## config.mk

```make
export PLATFORM = sky130hd
export DESIGN_NAME = move_ram_write_arbiter
export DESIGN_NICKNAME = d
export VERILOG_FILES = /design/src/rtl/move_ram_write_arbiter.sv
export SDC_FILE = /design/constraint.sdc
export NUM_CORES = 1
export LEC_CHECK = 0
export ABC_CLOCK_PERIOD_IN_PS = 5800
export CELL_PAD_IN_SITES_DETAIL_PLACEMENT = 0
export CELL_PAD_IN_SITES_GLOBAL_PLACEMENT = 2
export CORE_MARGIN = 2
export CORE_UTILIZATION = 39
export CTS_CLUSTER_DIAMETER = 100
export DETAILED_ROUTE_END_ITERATION = 7
export PLACE_DENSITY_LB_ADDON = 0.1
export SETUP_SLACK_MARGIN = 0.1
export SLEW_MARGIN = 25
export SYNTH_ARGS = -nofsm -noshare
export SYNTH_HDL_FRONTEND = slang
export SYNTH_SLANG_ARGS = --single-unit
```

## constraint.sdc

```tcl
create_clock -name clk -period 5.8 [get_ports clk]
set_input_delay 0.87 -clock clk [delete_from_list [all_inputs] [get_ports clk]]
set_output_delay 0.87 -clock clk [all_outputs]
set_load 0.1 [all_outputs]
```

## src/rtl/move_ram_write_arbiter.sv

```systemverilog
// Write-port arbiter for the result RAM: host writes pass straight through with absolute
// priority, engine results are buffered in a small FIFO and written from RESULT_BASE upward.
module move_ram_write_arbiter #(
    parameter int unsigned DATA_WIDTH  = 32,
    parameter int unsigned ADDR_WIDTH  = 14,
    parameter int unsigned FIFO_DEPTH  = 4,
    parameter int unsigned RESULT_BASE = 16,
    parameter int unsigned MAX_RESULTS = (1 << ADDR_WIDTH) - RESULT_BASE
) (
    input  logic                  clk,
    input  logic                  reset,
    input  logic                  start,
    input  logic                  clear,
    input  logic                  host_wr_en,
    input  logic [ADDR_WIDTH-1:0] host_wr_addr,
    input  logic [DATA_WIDTH-1:0] host_wr_data,
    input  logic                  eng_valid,
    output logic                  eng_ready,
    input  logic [DATA_WIDTH-1:0] eng_data,
    input  logic                  eng_last,
    output logic                  ram_wren,
    output logic [ADDR_WIDTH-1:0] ram_wraddr,
    output logic [DATA_WIDTH-1:0] ram_wdata,
    output logic                  busy,
    output logic                  done,
    output logic [ADDR_WIDTH-1:0] result_count,
    output logic                  overflow
);

    localparam int unsigned PtrW = $clog2(FIFO_DEPTH);

    localparam logic [1:0] StIdle    = 2'd0;
    localparam logic [1:0] StCollect = 2'd1;
    localparam logic [1:0] StDrain   = 2'd2;
    localparam logic [1:0] StDone    = 2'd3;

    localparam logic [PtrW:0]         FifoFull = (PtrW + 1)'(FIFO_DEPTH);
    localparam logic [ADDR_WIDTH-1:0] BaseAddr = ADDR_WIDTH'(RESULT_BASE);
    localparam logic [ADDR_WIDTH-1:0] MaxCount = ADDR_WIDTH'(MAX_RESULTS);

    logic [1:0]            state_q, state_d;
    logic [DATA_WIDTH-1:0] fifo_mem_q [FIFO_DEPTH];
    logic [DATA_WIDTH-1:0] fifo_mem_d [FIFO_DEPTH];
    logic [PtrW-1:0]       rd_ptr_q, rd_ptr_d;
    logic [PtrW-1:0]       wr_ptr_q, wr_ptr_d;
    logic [PtrW:0]         fifo_cnt_q, fifo_cnt_d;
    logic [ADDR_WIDTH-1:0] wr_addr_q, wr_addr_d;
    logic [ADDR_WIDTH-1:0] result_count_q, result_count_d;
    logic                  overflow_q, overflow_d;
    logic                  ram_wren_q, ram_wren_d;
    logic [ADDR_WIDTH-1:0] ram_wraddr_q, ram_wraddr_d;
    logic [DATA_WIDTH-1:0] ram_wdata_q, ram_wdata_d;

    logic fifo_empty;
    logic fifo_full;
    logic push;
    logic pop;
    logic pop_keep;

    always_comb begin
        fifo_empty = (fifo_cnt_q == '0);
        fifo_full  = (fifo_cnt_q == FifoFull);
        eng_ready  = (state_q == StCollect) && !fifo_full;
        push       = eng_valid && eng_ready;
        pop        = !host_wr_en && !fifo_empty;
        // Pops past capacity still drain the FIFO but never reach the RAM.
        pop_keep   = pop && (result_count_q != MaxCount);
    end

    always_comb begin
        state_d        = state_q;
        fifo_mem_d     = fifo_mem_q;
        rd_ptr_d       = rd_ptr_q;
        wr_ptr_d       = wr_ptr_q;
        fifo_cnt_d     = fifo_cnt_q;
        wr_addr_d      = wr_addr_q;
        result_count_d = result_count_q;
        overflow_d     = overflow_q;
        ram_wren_d     = 1'b0;
        ram_wraddr_d   = ram_wraddr_q;
        ram_wdata_d    = ram_wdata_q;

        if (push) begin
            fifo_mem_d[wr_ptr_q] = eng_data;
            wr_ptr_d             = wr_ptr_q + PtrW'(1);
        end
        if (pop) begin
            rd_ptr_d = rd_ptr_q + PtrW'(1);
        end
        case ({push, pop})
            2'b10:   fifo_cnt_d = fifo_cnt_q + (PtrW + 1)'(1);
            2'b01:   fifo_cnt_d = fifo_cnt_q - (PtrW + 1)'(1);
            default: fifo_cnt_d = fifo_cnt_q;
        endcase

        if (host_wr_en) begin
            ram_wren_d   = 1'b1;
            ram_wraddr_d = host_wr_addr;
            ram_wdata_d  = host_wr_data;
        end else if (pop_keep) begin
            ram_wren_d     = 1'b1;
            ram_wraddr_d   = wr_addr_q;
            ram_wdata_d    = fifo_mem_q[rd_ptr_q];
            wr_addr_d      = wr_addr_q + ADDR_WIDTH'(1);
            result_count_d = result_count_q + ADDR_WIDTH'(1);
        end else if (pop) begin
            overflow_d = 1'b1;
        end

        // The FIFO is always empty in IDLE and DONE, so run initialisation never races a pop.
        case (state_q)
            StIdle: begin
                if (start) begin
                    state_d        = StCollect;
                    wr_addr_d      = BaseAddr;
                    result_count_d = '0;
                    overflow_d     = 1'b0;
                end
            end
            StCollect: begin
                if (push && eng_last) begin
                    state_d = StDrain;
                end
            end
            StDrain: begin
                if (fifo_empty) begin
                    state_d = StDone;
                end
            end
            default: begin
                if (start) begin
                    state_d        = StCollect;
                    wr_addr_d      = BaseAddr;
                    result_count_d = '0;
                    overflow_d     = 1'b0;
                end else if (clear) begin
                    state_d = StIdle;
                end
            end
        endcase
    end

    always_ff @(posedge clk) begin
        if (!reset) begin
            state_q        <= StIdle;
            rd_ptr_q       <= '0;
            wr_ptr_q       <= '0;
            fifo_cnt_q     <= '0;
            wr_addr_q      <= BaseAddr;
            result_count_q <= '0;
            overflow_q     <= 1'b0;
            ram_wren_q     <= 1'b0;
            ram_wraddr_q   <= '0;
            ram_wdata_q    <= '0;
        end else begin
            state_q        <= state_d;
            rd_ptr_q       <= rd_ptr_d;
            wr_ptr_q       <= wr_ptr_d;
            fifo_cnt_q     <= fifo_cnt_d;
            wr_addr_q      <= wr_addr_d;
            result_count_q <= result_count_d;
            overflow_q     <= overflow_d;
            ram_wren_q     <= ram_wren_d;
            ram_wraddr_q   <= ram_wraddr_d;
            ram_wdata_q    <= ram_wdata_d;
        end
    end

    // Storage needs no reset: pointers and count define which entries are live.
    always_ff @(posedge clk) begin
        fifo_mem_q <= fifo_mem_d;
    end

    assign ram_wren     = ram_wren_q;
    assign ram_wraddr   = ram_wraddr_q;
    assign ram_wdata    = ram_wdata_q;
    assign busy         = (state_q == StCollect) || (state_q == StDrain);
    assign done         = (state_q == StDone);
    assign result_count = result_count_q;
    assign overflow     = overflow_q;

endmodule

```

== After elaboration in Yosys (flattened, before gate mapping) ==
Cells that the tools add are included.

* Logic and storage cells: 84
* Input bits: 85
* Register bits after elaboration: 213
* Output and inout bits: 65

* Reduce and logical (&&, ||, !) cells: 17
* Bitwise operators: 2
* Add/sub/neg operators: 6
* Equality and inequality tests: 10
* Muxes and demuxes: 32
* Magnitude comparators: 3

{| class="wikitable"
|+ Operator list
! operator !! count
|-
| two-way mux 32 bit || 5
|-
| two-way mux 14 bit || 10
|-
| bitwise mux 128 bit || 1
|-
| binary-select mux 32 bit (select 2 bit) || 1
|-
| demux 32 bit (select 2 bit) || 1
|-
| adder 14 x 1 -> 14 bit, second input constant || 2
|-
| inequality test 14 bit, second input constant || 1
|-
| two-way mux 2 bit || 5
|-
| two-way mux 1 bit || 7
|-
| == test 2 bit, second input constant || 3
|-
| >= comparator 3 bit, second input constant || 2
|-
| logical AND 1 bit || 6
|-
| NOT 2 -> 3 bit || 2
|-
| one-hot mux 2 bit (3 select lines) || 1
|-
| one-hot mux 3 bit (2 select lines) || 1
|-
| adder 2 x 1 -> 2 bit, second input constant || 2
|-
| == test 2 x 1 -> 1 bit, second input constant || 2
|-
| inequality test 2 bit, second input constant || 2
|-
| AND reduction 4 bit || 1
|-
| nonzero test 2 bit || 2
|-
| nonzero test 4 bit || 1
|-
| adder 3 x 1 -> 3 bit, second input constant || 1
|-
| == test 3 bit, second input constant || 1
|-
| zero test 1 bit || 3
|-
| other kinds (7) || 7
|}

== Logic depth before layout (Yosys ltp) ==
* Depth after elaboration: 8
* Depth in mapped cells: 11
* Gate-level depth less buffers: 10

== Worst setup path before layout ==
OpenSTA, ideal clock, no wires.

* Kind: in2reg
* Start point: in host_wr_en
* End point: reg fifo_cnt_q[2]
* Data required time: 5.730 ns
* Setup time: 0.070 ns
* Buffers on the path: 2
* Stages: 11
* Path slack: 2.940 ns
* Arrival time: 2.790 ns
* Cells stage by stage: buf_2 inv_1 nand2_1 inv_1 clkbuf_1 ha_1 inv_1 fa_1 xor2_1 or3_1 a21oi_1

* Cells in the longest elaborated chain, start to end: 4
* Elaborated cells between the ends (all ways): 6
* Those cells by class: eq/ne (2); mux (1); reduce/logical (3)

{| class="wikitable"
|+ RTL lines
! what !! RTL line !! source
|-
| start, declared || 14 || <nowiki>input logic host_wr_en,</nowiki>
|-
| zero test 1 bit (*) || 65 || <nowiki>pop = !host_wr_en && !fifo_empty;</nowiki>
|-
| logical AND 1 bit (*) || 65 ||
|-
| via pop || 57 || <nowiki>logic pop;</nowiki>
|-
| == test 2 x 1 -> 1 bit or == test 2 bit (tied branches) || 90 || <nowiki>case ({push, pop})</nowiki>
|-
| one-hot mux 3 bit (2 select lines) or nonzero test 2 bit (tied branches) || n/a ||
|-
| end signal, assigned || 159 || <nowiki>fifo_cnt_q <= fifo_cnt_d;</nowiki>
|-
| end, declared || 46 || <nowiki>logic [PtrW:0] fifo_cnt_q, fifo_cnt_d;</nowiki>
|}

The timed path passes the listed nets; every way through them passes the cells marked *.
A chain may end at the register's enable or synchronous reset.

== Final worst setup path ==
* Start point: in host_wr_en
* End point: reg fifo_cnt_q[2]

* Cells in the longest elaborated chain, start to end: 4
* Elaborated cells between the ends (all ways): 6
* Those cells by class: eq/ne (2); mux (1); reduce/logical (3)

{| class="wikitable"
|+ RTL lines
! what !! RTL line
|-
| zero test 1 bit (*) || 65
|-
| logical AND 1 bit (*) || 65
|-
| == test 2 x 1 -> 1 bit or == test 2 bit (tied branches) || 90
|-
| one-hot mux 3 bit (2 select lines) or nonzero test 2 bit (tied branches) || n/a
|}

Mark *: on every way between the ends. The rest lies on a longest branch, timed or not.

==> impl_metrics.toml <==
[detailed_routing]
detail-route-antenna-nets = 0
first_iter_violations = 233
vias_per_cell = 5.46
drc = 0
num_vias = 5937
wl_per_cell_um = 20.0
routed_wl_mm = 21.8
firstDrtPassIters = 4

[clock_network]
clk_latency_ns = 0.50
cts_tree = "yes"
ctsResizeCount = 0
cts-root-buf = "clkbuf_16"
cts_made_buffers = 23
cts.sinks = 213
clk_pin_slew_ns = 0.06
h-tree-depth = 1
cts_setup_buffers = 0
clockBufferDepth = 3
cts_hold_buf = 0

[critical_path]
critPathMaxStageDelay_ns = 0.65
startpoint_type = "primary input"
cp_top_family = "buffers and inverters"
crit_fanout = 59
crit_slowest_cell = "inv_1"
critPathBufInv = 6
cp-end-kind = "flop"
arrival_ns = 3.96
r2r_setup_slack_ns = 2.47
rr_startpoint = "fifo_cnt_q[2]"
cp_cell_sequence = "buf_2, clkinv_1, buf_4, nand2_2, buf_4, inv_1, ha_1, inv_1, fa_1, xor2_1, or3_1, a21oi_1"
path_class = "in2reg"
cp.required_ns = 6.22
reg2reg_depth = 10
regToRegEndpoint = "fifo_cnt_q[2]"

[synth]
synth_cells = 658
synth_area_per_cell_sq_um = 13.2
synth_flop_cell = "edfxtp_1"
synth.distinct_cells = 47
syn_area_sq_mm = 0.00871
ys_seq_area_share_pct = 63.7
syn_nets = 756
synth_warnings = 0
synth_edf_count = 128
ys_ff_latch = 213
synth-async-reset-ratio_pct = 0

[finish]
layout_common_cells = "clkdlybuf4s50_1, edfxtp_1, dfxtp_1"
syn_to_final_growth_pct = 28.1
finish.instance_area_sq_mm = 0.0112
nNetsFinal = 889
final_cell_count_no_fill = 1087
antenna_cells = 0
drive_gt1_share_pct = 11.0
final_common_cell = "clkdlybuf4s50_1"
fillers = 1885
post-route-util_pct = 51.0

[power]
p_comb_share_pct = 28.2
max-vdd-ir-drop_uv = 238
p_int_mw = 2.98
powerDensity_mw_per_mm2 = 403
p_sw_share_pct = 33.7
power.switching_mw = 1.52
clkPwrFrac_pct = 31.8
p_leak_nw = 3.59
seqPwrFrac_pct = 40.0

[timing]
relSlewSlack_pct = 30.5
max_freq_mhz = 283
clock_skew_ns = 0.00634
period_needed_ns = 3.54
fin_crit_sh_pct = 61.0
setup-tns-final_ns = 0
worstMarginPinSlew_ns = 1.04
setup_viol = 0
slew_viol_final = 0
finalHoldViolCount = 0
rsz0062_at_grt = "false"

[hold_path]
min_to = "overflow"
whs_path_depth = 2
hold_start = "overflow"
min_path_type = "reg2reg"

[placement]
placedCellCount = 1046
place.port_buffers = 149
place_congestion = 0.730
post-dp-hpwl_mm = 13.3
placed_area_sq_mm = 0.0104

[floorplanning]
die_x_um = 153
coreArea_sq_mm = 0.0219
rows = 54
die_h_um = 153
io_pins = 150
dieArea_sq_mm = 0.0236
initial_core_util_pct = 39.8

[grt]
grt_max_degree = 60
overflow = 0
grt_pass1_wl_mm = 34.6
grt_util_all_layers_pct = 18.4
grt_pass1_vias = 6218
grt_antenna_before_repair = 1

[job]
cap_violations = 0

[outcome]
outcome = "finished clean"
synthesized netlist by cell type (5+ instances only):
cell,number,area [sq um]
o21a_1,5,37.5
a211oi_1,32,240
nand2_1,13,48.8
or3_1,7,43.8
nand3_1,15,75.1
xnor2_1,6,52.6
dfxtp_1,85,1700
buf_2,18,90.1
o31ai_1,11,82.6
mux2i_1,5,50.1
nor2_1,46,173
o211ai_1,12,90.1
o21ai_0,41,205
clkbuf_1,29,109
or4_1,12,90.1
mux4_2,32,721
inv_1,18,67.6
edfxtp_1,128,3840
nor3_1,33,165
a21oi_1,33,165
a32oi_1,11,96.3
nand4_1,6,37.5
ha_1,12,150
and2_1,6,37.5
worst min-delay path: stages (launching register included):
cell and delay [ns]:
dfxtp_1 0.33, a21oi_1 0.04, nor2_1 0.07
power groups by stage:
stage,logic [mW],registers (mW),clock network (mW)
after global routing,1.34,1.81,1.52
after detailed placement,1.28,1.83,0
after floorplan,0.564,2.20,0
final,1.27,1.80,1.43
after CTS,1.28,1.80,1.46
after global placement,1.27,1.82,0
through the flow:
| step | total power [mW] | setup slack [ns] | hold WS (ns) |
|---|---|---|---|
| floorplan | 2.76 | 2.94 | 0.446 |
| global placement | 3.09 | 1.85 | 0.450 |
| detailed placement | 3.11 | 1.75 | 0.467 |
| CTS | 4.55 | 2.28 | 0.482 |
| global route | 4.68 | 2.07 | 0.495 |
| finish | 4.50 | 2.26 | 0.479 |
cells by family (layout without fill, tap and decap cells):
family / Yosys count / count (layout) / synth area share [%]
muxes: 38 / 38 / 8.98
and+or+nand+nor: 161 / 161 / 9.71
AOI/OAI and AO/OA: 155 / 155 / 11.5
DFF: 213 / 213 / 63.7
buffers and inverters: 68 / 217 / 3.20
adders and majority gates: 13 / 13 / 1.95
xor gates and xnor gates: 10 / 10 / 1.01
metal layers:
layer	up-vias	wire [um]	track usage [%]
li1	2822	-	-
met1	2938	9390	23.6
met2	150	10800	32.4
met3	27	1230	3.32
met4	0	350	4.19
met5	-	0	0
registers in the layout, summed over array words and instances (netlist names):
name          flops
ram_wren          1
ram_wraddr       14
state_q           2
ram_wdata        32
wr_addr_q        14
overflow          1
result_count     14
fifo_cnt_q        3
wr_ptr_q          2
fifo_mem_q      128
rd_ptr_q          2
layout make-up:
type                    count  area [sq um]  share of cell area, %
repair buffers            158          1560                   14.0
well taps                 280           350                   3.14
multi-input cells         377          2900                   26.0
flip-flops and latches    213          5550                   49.7
inverters                  18          67.6                  0.605
clock inverters            12           123                   1.10
clock buffers              29           618                   5.54
worst max-delay path by stage:
stage	start	end	slack, ns	depth (start not counted)
after floorplan	host_wr_en	fifo_cnt_q[2]	2.94	11
after global placement	host_wr_en	fifo_cnt_q[2]	1.85	12
after detailed placement	host_wr_en	fifo_cnt_q[2]	1.75	12
after CTS	host_wr_en	fifo_cnt_q[2]	2.28	12
after global routing	host_wr_en	fifo_cnt_q[2]	2.07	12
final	host_wr_en	fifo_cnt_q[2]	2.26	12
Note: power is estimated with default switching activity, not from simulation.
